[src/rtl/vx_gbar_unit_pkg.sv]
// Shared gbar widths and request/response types for the cluster-level barrier responder.
package vx_gbar_unit_pkg;

  localparam int GBAR_NUM_BARRIERS = 4;
  localparam int GBAR_NUM_CORES    = 4;

  localparam int NB_WIDTH = (GBAR_NUM_BARRIERS > 1) ? $clog2(GBAR_NUM_BARRIERS) : 1;
  localparam int NC_WIDTH = (GBAR_NUM_CORES > 1) ? $clog2(GBAR_NUM_CORES) : 1;

  typedef struct packed {
    logic [NB_WIDTH-1:0] id;
    logic [NC_WIDTH-1:0] size_m1;
    logic [NC_WIDTH-1:0] core_id;
  } gbar_req_t;

  typedef struct packed {
    logic [NB_WIDTH-1:0] id;
  } gbar_rsp_t;

endpackage

[src/rtl/vx_gbar_unit_popcount.sv]
// Population count of an arrival mask.
module vx_gbar_unit_popcount #(
  parameter int WIDTH = 4,
  parameter int OUT_W = 3
) (
  input  logic [WIDTH-1:0] bits,
  output logic [OUT_W-1:0] cnt
);

  always_comb begin
    cnt = '0;
    for (int i = 0; i < WIDTH; i++) cnt = cnt + OUT_W'(bits[i]);
  end

endmodule

[src/rtl/vx_gbar_unit.sv]
// Global barrier responder: counts per-id core arrivals, broadcasts one release
// pulse when the expected count is reached and rearms that barrier.
module vx_gbar_unit
  import vx_gbar_unit_pkg::*;
(
  input  logic                clk,
  input  logic                reset,
  input  logic                req_valid,
  input  logic [NB_WIDTH-1:0] req_id,
  input  logic [NC_WIDTH-1:0] req_size_m1,
  input  logic [NC_WIDTH-1:0] req_core_id,
  output logic                req_ready,
  output logic                rsp_valid,
  output logic [NB_WIDTH-1:0] rsp_id,
  output logic                err_dup,
  output logic                err_size,
  output logic                busy
);

  localparam int NUM_BARRIERS = GBAR_NUM_BARRIERS;
  localparam int NUM_CORES    = GBAR_NUM_CORES;
  localparam int CNT_W        = NC_WIDTH + 1;

  gbar_req_t req;
  gbar_rsp_t rsp_q;

  logic [NUM_BARRIERS-1:0][NUM_CORES-1:0] mask_q, mask_d;
  logic [NUM_BARRIERS-1:0][NC_WIDTH-1:0]  size_q, size_d;

  logic                 id_ok, core_ok, size_ok, first, dup, take, release_hit;
  logic                 err_dup_set, err_size_set, busy_d;
  logic [NUM_CORES-1:0] cur_mask, core_oh, new_mask;
  logic [NC_WIDTH-1:0]  cur_size, eff_size;
  logic [CNT_W-1:0]     cnt;

  assign req       = '{id: req_id, size_m1: req_size_m1, core_id: req_core_id};
  assign req_ready = 1'b1;
  assign rsp_id    = rsp_q.id;

  // Ids beyond NUM_BARRIERS (non-power-of-2 configs only) are silently dropped.
  assign id_ok   = {1'b0, req.id} < (NB_WIDTH+1)'(NUM_BARRIERS);
  assign core_ok = {1'b0, req.core_id} < CNT_W'(NUM_CORES);
  assign size_ok = {1'b0, req.size_m1} < CNT_W'(NUM_CORES);

  assign cur_mask = id_ok ? mask_q[req.id] : '0;
  assign cur_size = id_ok ? size_q[req.id] : '0;
  assign first    = (cur_mask == '0);
  assign core_oh  = core_ok ? (NUM_CORES'(1) << req.core_id) : '0;
  assign dup      = |(cur_mask & core_oh);
  assign eff_size = first ? req.size_m1 : cur_size;
  assign new_mask = cur_mask | core_oh;

  vx_gbar_unit_popcount #(
    .WIDTH (NUM_CORES),
    .OUT_W (CNT_W)
  ) u_popcount (
    .bits (new_mask),
    .cnt  (cnt)
  );

  // A size mismatch on a later arrival is flagged but still counted against the stored size.
  assign take         = req_valid && id_ok && core_ok && !dup && !(first && !size_ok);
  assign release_hit  = take && (cnt == CNT_W'(eff_size) + CNT_W'(1));
  assign err_dup_set  = req_valid && id_ok && (!core_ok || dup);
  assign err_size_set = req_valid && id_ok && core_ok && !dup &&
                        ((first && !size_ok) || (!first && req.size_m1 != cur_size));

  always_comb begin
    mask_d = mask_q;
    size_d = size_q;
    if (take) begin
      if (release_hit) begin
        mask_d[req.id] = '0;
      end else begin
        mask_d[req.id] = new_mask;
        size_d[req.id] = eff_size;
      end
    end
    busy_d = |mask_d;
  end

  always_ff @(posedge clk or negedge reset) begin
    if (!reset) begin
      mask_q    <= '0;
      size_q    <= '0;
      rsp_valid <= 1'b0;
      rsp_q     <= '0;
      err_dup   <= 1'b0;
      err_size  <= 1'b0;
      busy      <= 1'b0;
    end else begin
      mask_q    <= mask_d;
      size_q    <= size_d;
      busy      <= busy_d;
      rsp_valid <= release_hit;
      if (release_hit) rsp_q.id <= req.id;
      if (err_dup_set) err_dup <= 1'b1;
      if (err_size_set) err_size <= 1'b1;
    end
  end

endmodule
[config.mk]
export PLATFORM = sky130hd
export DESIGN_NAME = vx_gbar_unit
export DESIGN_NICKNAME = d
export VERILOG_FILES = /design/src/rtl/vx_gbar_unit_pkg.sv /design/src/rtl/vx_gbar_unit_popcount.sv /design/src/rtl/vx_gbar_unit.sv
export SDC_FILE = /design/constraint.sdc
export NUM_CORES = 1
export LEC_CHECK = 0
export BUFFER_PORTS_ARGS = -buffer_cell sky130_fd_sc_hd__buf_2
export CORE_ASPECT_RATIO = 0.7
export CORE_MARGIN = 8
export CORE_UTILIZATION = 59
export CTS_CLUSTER_DIAMETER = 150
export DETAILED_ROUTE_END_ITERATION = 10
export PLACE_DENSITY = 0.81
export SETUP_SLACK_MARGIN = 0.02
export SYNTH_ARGS = -nofsm -noshare
export SYNTH_HDL_FRONTEND = slang
export SYNTH_SLANG_ARGS = --single-unit
[constraint.sdc]
create_clock -name clk -period 3.28 [get_ports clk]
set_input_delay 0.328 -clock clk [delete_from_list [all_inputs] [get_ports clk]]
set_output_delay 0.328 -clock clk [all_outputs]
set_load 0.05 [all_outputs]
=== Word level (Yosys, flattened, before mapping) ===
Cells that the tools add are included.

* Output and inout port bits: 7
* Bits in registers: 30
* Input bits: 9
* Word-level logic and storage cells: 52

* Magnitude comparators: 2
* Mux-type cells: 13
* $add $sub $neg: 4
* Shifts and indexed selects: 1
* Equality and inequality tests: 2
* Reductions and logical operators: 12
* Bitwise gates (word level): 5

{| class="wikitable"
|+ Operators with widths
! operator !! count
|-
| two-way mux 16 bit || 2
|-
| bitwise AND 16 bit || 1
|-
| bitwise mux 16 bit || 1
|-
| inverter 16 bit || 1
|-
| OR reduction 16 bit || 1
|-
| binary-select mux 4 bit (select 2 bit) || 1
|-
| bitwise mux 8 bit || 1
|-
| demux 4 bit (select 2 bit) || 1
|-
| two-way mux 4 bit || 2
|-
| adder 3 x 1 -> 3 bit || 2
|-
| logical AND 1 bit || 6
|-
| two-way mux 2 bit || 3
|-
| bitwise AND 4 bit || 1
|-
| binary-select mux 2 bit (select 2 bit) || 1
|-
| demux 2 bit (select 2 bit) || 1
|-
| zero test 4 bit || 1
|-
| bitwise OR 4 bit || 1
|-
| OR reduction 4 bit || 1
|-
| << shifter 1 x 2 -> 4 bit, first input constant || 1
|-
| adder 2 x 1 -> 3 bit, second input constant || 1
|-
| equality test 3 bit || 1
|-
| less-than comparator 2 x 3 -> 1 bit, second input constant || 1
|-
| adder 1 x 1 -> 2 bit || 1
|-
| greater-or-equal comparator 2 x 1 -> 1 bit, second input constant || 1
|-
| 4 further kinds || 5
|}

=== Depth between registers and ports, before layout ===
* Depth after elaboration: 11
* Gate-level depth with buffers: 14
* Depth with buffers taken out: 13

=== Hierarchy ===
From an unflattened synthesis, not the netlist that was laid out.

* Cells, all modules: 188
* Area, all modules: 1866.8 sq um

{| class="wikitable"
|+ By module, submodules not included
! module !! sequential area each (sq um) !! area an instance (sq um) !! instances !! cells an instance
|-
| vx_gbar_unit || 750.7 || 1803.0 || 1 || 180
|-
| vx_gbar_unit_popcount || 0.0 || 63.8 || 1 || 8
|}

=== Least setup slack after synthesis ===
OpenSTA, ideal clock, no wires.

* Path type: input -> register
* Start: input req_id[1]
* End: register rsp_q, in the netlist rsp_id[0]
* Data required time: 3.155 ns
* Setup time: 0.125 ns
* Slack: 0.086 ns
* Stages on the path: 13
* Arrival time: 3.070 ns
* Cells stage by stage: buf_2 buf_2 mux4_2 o21bai_1 ha_1 inv_1 fa_1 inv_1 ha_1 xnor2_1 nand2_1 nor3_1 mux2_2

* Word-level cells in the longest chain between the ends: 8

{| class="wikitable"
|+ RTL lines
! what !! RTL line !! text
|-
| start: declaration || vx_gbar_unit.sv:9 || <nowiki>input logic [NB_WIDTH-1:0] req_id,</nowiki>
|-
| binary-select mux 4 bit (select 2 bit) || vx_gbar_unit.sv:45 || <nowiki>assign cur_mask = id_ok ? mask_q[req.id] : '0;</nowiki>
|-
| two-way mux 4 bit (not written as such) || vx_gbar_unit.sv:45 ||
|-
| bitwise OR 4 bit || vx_gbar_unit.sv:51 || <nowiki>assign new_mask = cur_mask | core_oh;</nowiki>
|-
| adder 1 x 1 -> 2 bit || vx_gbar_unit_popcount.sv:12 || <nowiki>for (int i = 0; i < WIDTH; i++) cnt = cnt + OUT_W'(bits[i]);</nowiki>
|-
| adder 3 x 1 -> 3 bit (2 in series) || vx_gbar_unit_popcount.sv:12 ||
|-
| equality test 3 bit || vx_gbar_unit.sv:63 || <nowiki>assign release_hit = take && (cnt == CNT_W'(eff_size) + CNT_W'(1));</nowiki>
|-
| logical AND 1 bit (*) || vx_gbar_unit.sv:63 ||
|-
| net release_hit || vx_gbar_unit.sv:30 || <nowiki>logic id_ok, core_ok, size_ok, first, dup, take, release_hit;</nowiki>
|-
| end: declaration || vx_gbar_unit.sv:25 || <nowiki>gbar_rsp_t rsp_q;</nowiki>
|}

Mark *: on every way through the listed nets, which the timed path passes. The rest lies on a longest branch. The select of a mux whose other input is x is not followed.
A chain may end at the register's enable or synchronous reset.

=== Worst setup path after layout ===
* Start: register mask_q[13] in the netlist's numbering
* End: register size_q[7] in the netlist's numbering

{| class="wikitable"
|+ RTL lines
! what !! RTL line !! text
|-
| start: declaration || vx_gbar_unit.sv:27 || <nowiki>logic [NUM_BARRIERS-1:0][NUM_CORES-1:0] mask_q, mask_d;</nowiki>
|-
| start signal: assignment || vx_gbar_unit.sv:92 || <nowiki>mask_q <= mask_d;</nowiki>
|-
| binary-select mux 4 bit (select 2 bit) (*) || vx_gbar_unit.sv:45 ||
|-
| two-way mux 4 bit (not written as such) (*) || vx_gbar_unit.sv:45 ||
|-
| zero test 4 bit (*) || vx_gbar_unit.sv:47 || <nowiki>assign first = (cur_mask == '0);</nowiki>
|-
| two-way mux 2 bit (*) || vx_gbar_unit.sv:50 || <nowiki>assign eff_size = first ? req.size_m1 : cur_size;</nowiki>
|-
| net eff_size[1] || vx_gbar_unit.sv:33 || <nowiki>logic [NC_WIDTH-1:0] cur_size, eff_size;</nowiki>
|-
| adder 2 x 1 -> 3 bit || vx_gbar_unit.sv:63 ||
|-
| equality test 3 bit || vx_gbar_unit.sv:63 ||
|-
| logical AND 1 bit || vx_gbar_unit.sv:63 ||
|-
| inverter 1 bit (no line) || - ||
|-
| AND reduction 2 bit (no line) || - ||
|-
| end signal: assignment || vx_gbar_unit.sv:93 || <nowiki>size_q <= size_d;</nowiki>
|-
| end: declaration || vx_gbar_unit.sv:28 || <nowiki>logic [NUM_BARRIERS-1:0][NC_WIDTH-1:0] size_q, size_d;</nowiki>
|}

Marks and branches as above.

==> results.json <==
{
  "max-clock-path-buffers": 2,
  "setup.worst_path.end_class": "register",
  "drc_errors": 0,
  "tritoncts": "done",
  "combinational_family_with_the_most_area_after_synthesis": "multiplexers",
  "power.internal_mw": 1.33,
  "path_delay_family": "multiplexers",
  "layout-area-overhead-vs-synth_pct": 18.1,
  "cellPowerDensity_nw_per_um2": 1110,
  "route.detailed.wl_per_inst_microns": 19.7,
  "setup-violations-final": 0,
  "syn-instance-count": 162,
  "min_path_type": "in -> async",
  "synth_enable_flop_cells": 0,
  "wire_length_of_the_first_global_routing_pass_mm": 6.97,
  "place_congestion": 0.921,
  "post_synth_instance_area_sq_um": 1810,
  "dr_wl_met2_mm": 1.89,
  "port_buffer_count": 14,
  "io-pin-count": 16,
  "p_leak_nw": 0.944,
  "post_layout_nonfiller_instances": 223,
  "synth-compound-area-share": 0.139,
  "post-route-util": 0.746,
  "slowest_stage_delay_cp_ns": 0.50,
  "cp-start-kind": "register",
  "finish.net_count": 200,
  "drt_iter0_drc": 254,
  "cts_root_buf": "sky130_fd_sc_hd__clkbuf_8",
  "finalCritPeriodShare": 0.974,
  "vias_per_cell": 6.38,
  "fmax_mhz": 313,
  "seq_power_share": 0.276,
  "die_y_microns": 62.3,
  "insertedDiodeCount": 0,
  "syn_area_per_cell_sq_um": 11.2,
  "grt_pass1_vias": 1415,
  "synth_simple_gate_area_share": 0.105,
  "floorplan.initialDensity": 0.632,
  "maxSlewHeadroom": 0.565,
  "cts_sinks": 30,
  "timing_worst_slew_pin_value_ns": 0.653,
  "drtPass1Iterations": 4,
  "crit_arrival_ns": 3.36,
  "grt_start_max_net_pins": 31,
  "slew_viol_final": 0,
  "tmin_final_ns": 3.20,
  "grt_overflow_total": 0,
  "power.share.combinational": 0.566,
  "synth.yosys.warnings": 0,
  "critPathKind": "reg -> reg",
  "critical_path.max_fanout": 6,
  "route.met3.wl_microns": 478,
  "async_flop_share": 1.00,
  "fp-row-count": 16,
  "clock_skew_ns": 0.0109,
  "post_dp_hpwl_mm": 3.28,
  "timing.critical_path.slowest_stage_cell": "sky130_fd_sc_hd__mux4_2",
  "share_of_layout_cells_above_drive_strength_1": 0.390,
  "grtUsageTotal": 0.178,
  "required_ns": 3.44,
  "synth_top_flop_cell": "sky130_fd_sc_hd__dfrtp_1",
  "core_sq_um": 2860,
  "nFillCells": 189,
  "insertion_delay_of_the_later_clocked_pin_in_the_worst_skew_pair_ns": 0.28,
  "run_status": "finished, final reports clean",
  "worst_setup_hold_path_clk_slew_ns": 0.07,
  "hold-worst-slack_ns": 0.0674,
  "yosys.area_share.xor_xnor": 0.0291,
  "route.antenna.remaining_nets": 0,
  "max_cap_violations": 0,
  "critical_path_buffers_and_inverters": 2,
  "synth_adder_area_share": 0.0318,
  "post_synthesis_net_count": 175,
  "path_cells": "mux4_2, buf_4, a21oi_1, mux2_2, ha_1, xnor2_2, nand2_2, inv_4, a21o_1, mux2_2",
  "cts_made_buffers": 5,
  "ys_seq_elements": 30,
  "wirelength_met1_mm": 1.95,
  "dp.cells": 215,
  "htreeDepth": 2,
  "die-area_sq_um": 5120,
  "power_switching_share": 0.440,
  "routed_wirelength_mm": 4.39,
  "ir_worst_vdd_mv": 0.532,
  "most_common_library_cell_in_the_layout_ignoring_fill_and_taps": "sky130_fd_sc_hd__dfrtp_1",
  "clk_network_pwr_share": 0.157,
  "yosysSeqAreaShare": 0.415,
  "antenna_found_initial": 0,
  "num_vias": 1423,
  "netlist-cell-type-count": 45,
  "top_layer": "met4",
  "total_switching_power_mw": 1.04,
  "report.final.hold_viol_count": 0,
  "die-width_microns": 82.2,
  "critical-path-top-cell-by-count": "sky130_fd_sc_hd__mux2_2",
  "layout.cells.most_common_list": "30 x sky130_fd_sc_hd__dfrtp_1, 20 x sky130_fd_sc_hd__mux2_2, 16 x sky130_fd_sc_hd__nand2_1",
  "post_synth_mux_area_share": 0.237
}
==> layout make-up <==
class / instances / area (sq um) / share of cell area
clock inverter: 1 / 30.0 / 0.0141
multi-input combinational: 117 / 1040 / 0.486
tap: 36 / 45.0 / 0.0211
sequential: 30 / 751 / 0.351
clock buffer: 6 / 82.6 / 0.0387
inverter: 7 / 28.8 / 0.0135
timing repair buffer: 26 / 160 / 0.0750
==> cells in the mapped netlist, drive strengths merged (3+ instances only) <==
cell type  number  area share
ha              3       0.021
mux2i           3       0.017
mux4            5       0.062
o21ai          14       0.039
nor3            3      0.0083
buf             8       0.026
dfrtp          30        0.42
a21o            5       0.021
xnor2           5       0.024
mux2           25        0.16
nor2            3       0.010
inv             7       0.015
a21oi           3      0.0083
nand2          17       0.035
or3             3       0.010
o211ai          3       0.012
==> flip-flops by register name, summed over array words and instances (netlist names) <==
signal	count
busy	1
err_dup	1
err_size	1
mask_q	16
rsp_id	2
rsp_valid	1
size_q	8
==> timing repair <==
item                       in CTS  in global routing
setup endpoints to repair       2                 19
hold buffers                    0                  0
pin swaps                       0                  3
gates resized for setup         1                 13
buffers inserted                0                  1
==> power by group through the flow <==
stage / Clock [mW] / Combinational, mW / Sequential [mW]
2_1_floorplan: 0 / 0.723 / 0.651
3_3_place_gp: 0 / 1.05 / 0.643
3_5_place_dp: 0 / 1.10 / 0.651
4_1_cts: 0.377 / 1.11 / 0.644
5_1_grt: 0.396 / 1.44 / 0.667
6_report: 0.373 / 1.34 / 0.656
==> final timing paths <==
check	to	cells after the start	from	slack, ns
max	size_q[7]	10	mask_q[13]	0.08
min	size_q[0]	1	reset	0.07
max reg2reg	size_q[7]	10	mask_q[13]	0.08
min reg2reg	err_dup	1	err_dup	0.45
max in group asynchronous	err_dup	1	reset	2.78
min in group clk	err_dup	2	req_valid	0.32
==> layer usage <==
metal,global-route usage,up-vias
met3,0.0632,9
met4,0.0677,0
met2,0.238,79
met5,0,-
li1,-,645
met1,0.252,690
==> kinds of logic (layout without fill, tap and decap cells) <==
kind of cell / count (synthesis) / in the layout
DFF: 30 / 30
muxes: 33 / 33
and+or+nand+nor: 37 / 37
buffers and inverters: 15 / 40
AOI/OAI and AO/OA: 36 / 36
adders and majority gates: 4 / 4
other: 1 / 1
xor gates and xnor gates: 6 / 6
==> per-stage QoR <==
stage	power [mW]	TNS (ns)	worst slack, ns	instance area, sq um
after floorplan	1.37	0	0.0858	1810
after global placement	1.69	0	0.0400	1960
after detailed placement	1.75	-0.182	-0.0839	1960
after CTS	2.13	0	0.0203	2080
after global routing	2.50	-0.0172	-0.00881	2140
final	2.37	0	0.0839	2140
==> worst register-to-register path, stage by stage (launching register included) <==
cell	delay [ns]
sky130_fd_sc_hd__dfrtp_1	0.42
sky130_fd_sc_hd__mux4_2	0.50
sky130_fd_sc_hd__buf_4	0.15
sky130_fd_sc_hd__a21oi_1	0.27
sky130_fd_sc_hd__mux2_2	0.44
sky130_fd_sc_hd__ha_1	0.35
sky130_fd_sc_hd__xnor2_2	0.17
sky130_fd_sc_hd__nand2_2	0.15
sky130_fd_sc_hd__inv_4	0.12
sky130_fd_sc_hd__a21o_1	0.16
sky130_fd_sc_hd__mux2_2	0.35
(Power assumes the default switching activity.)
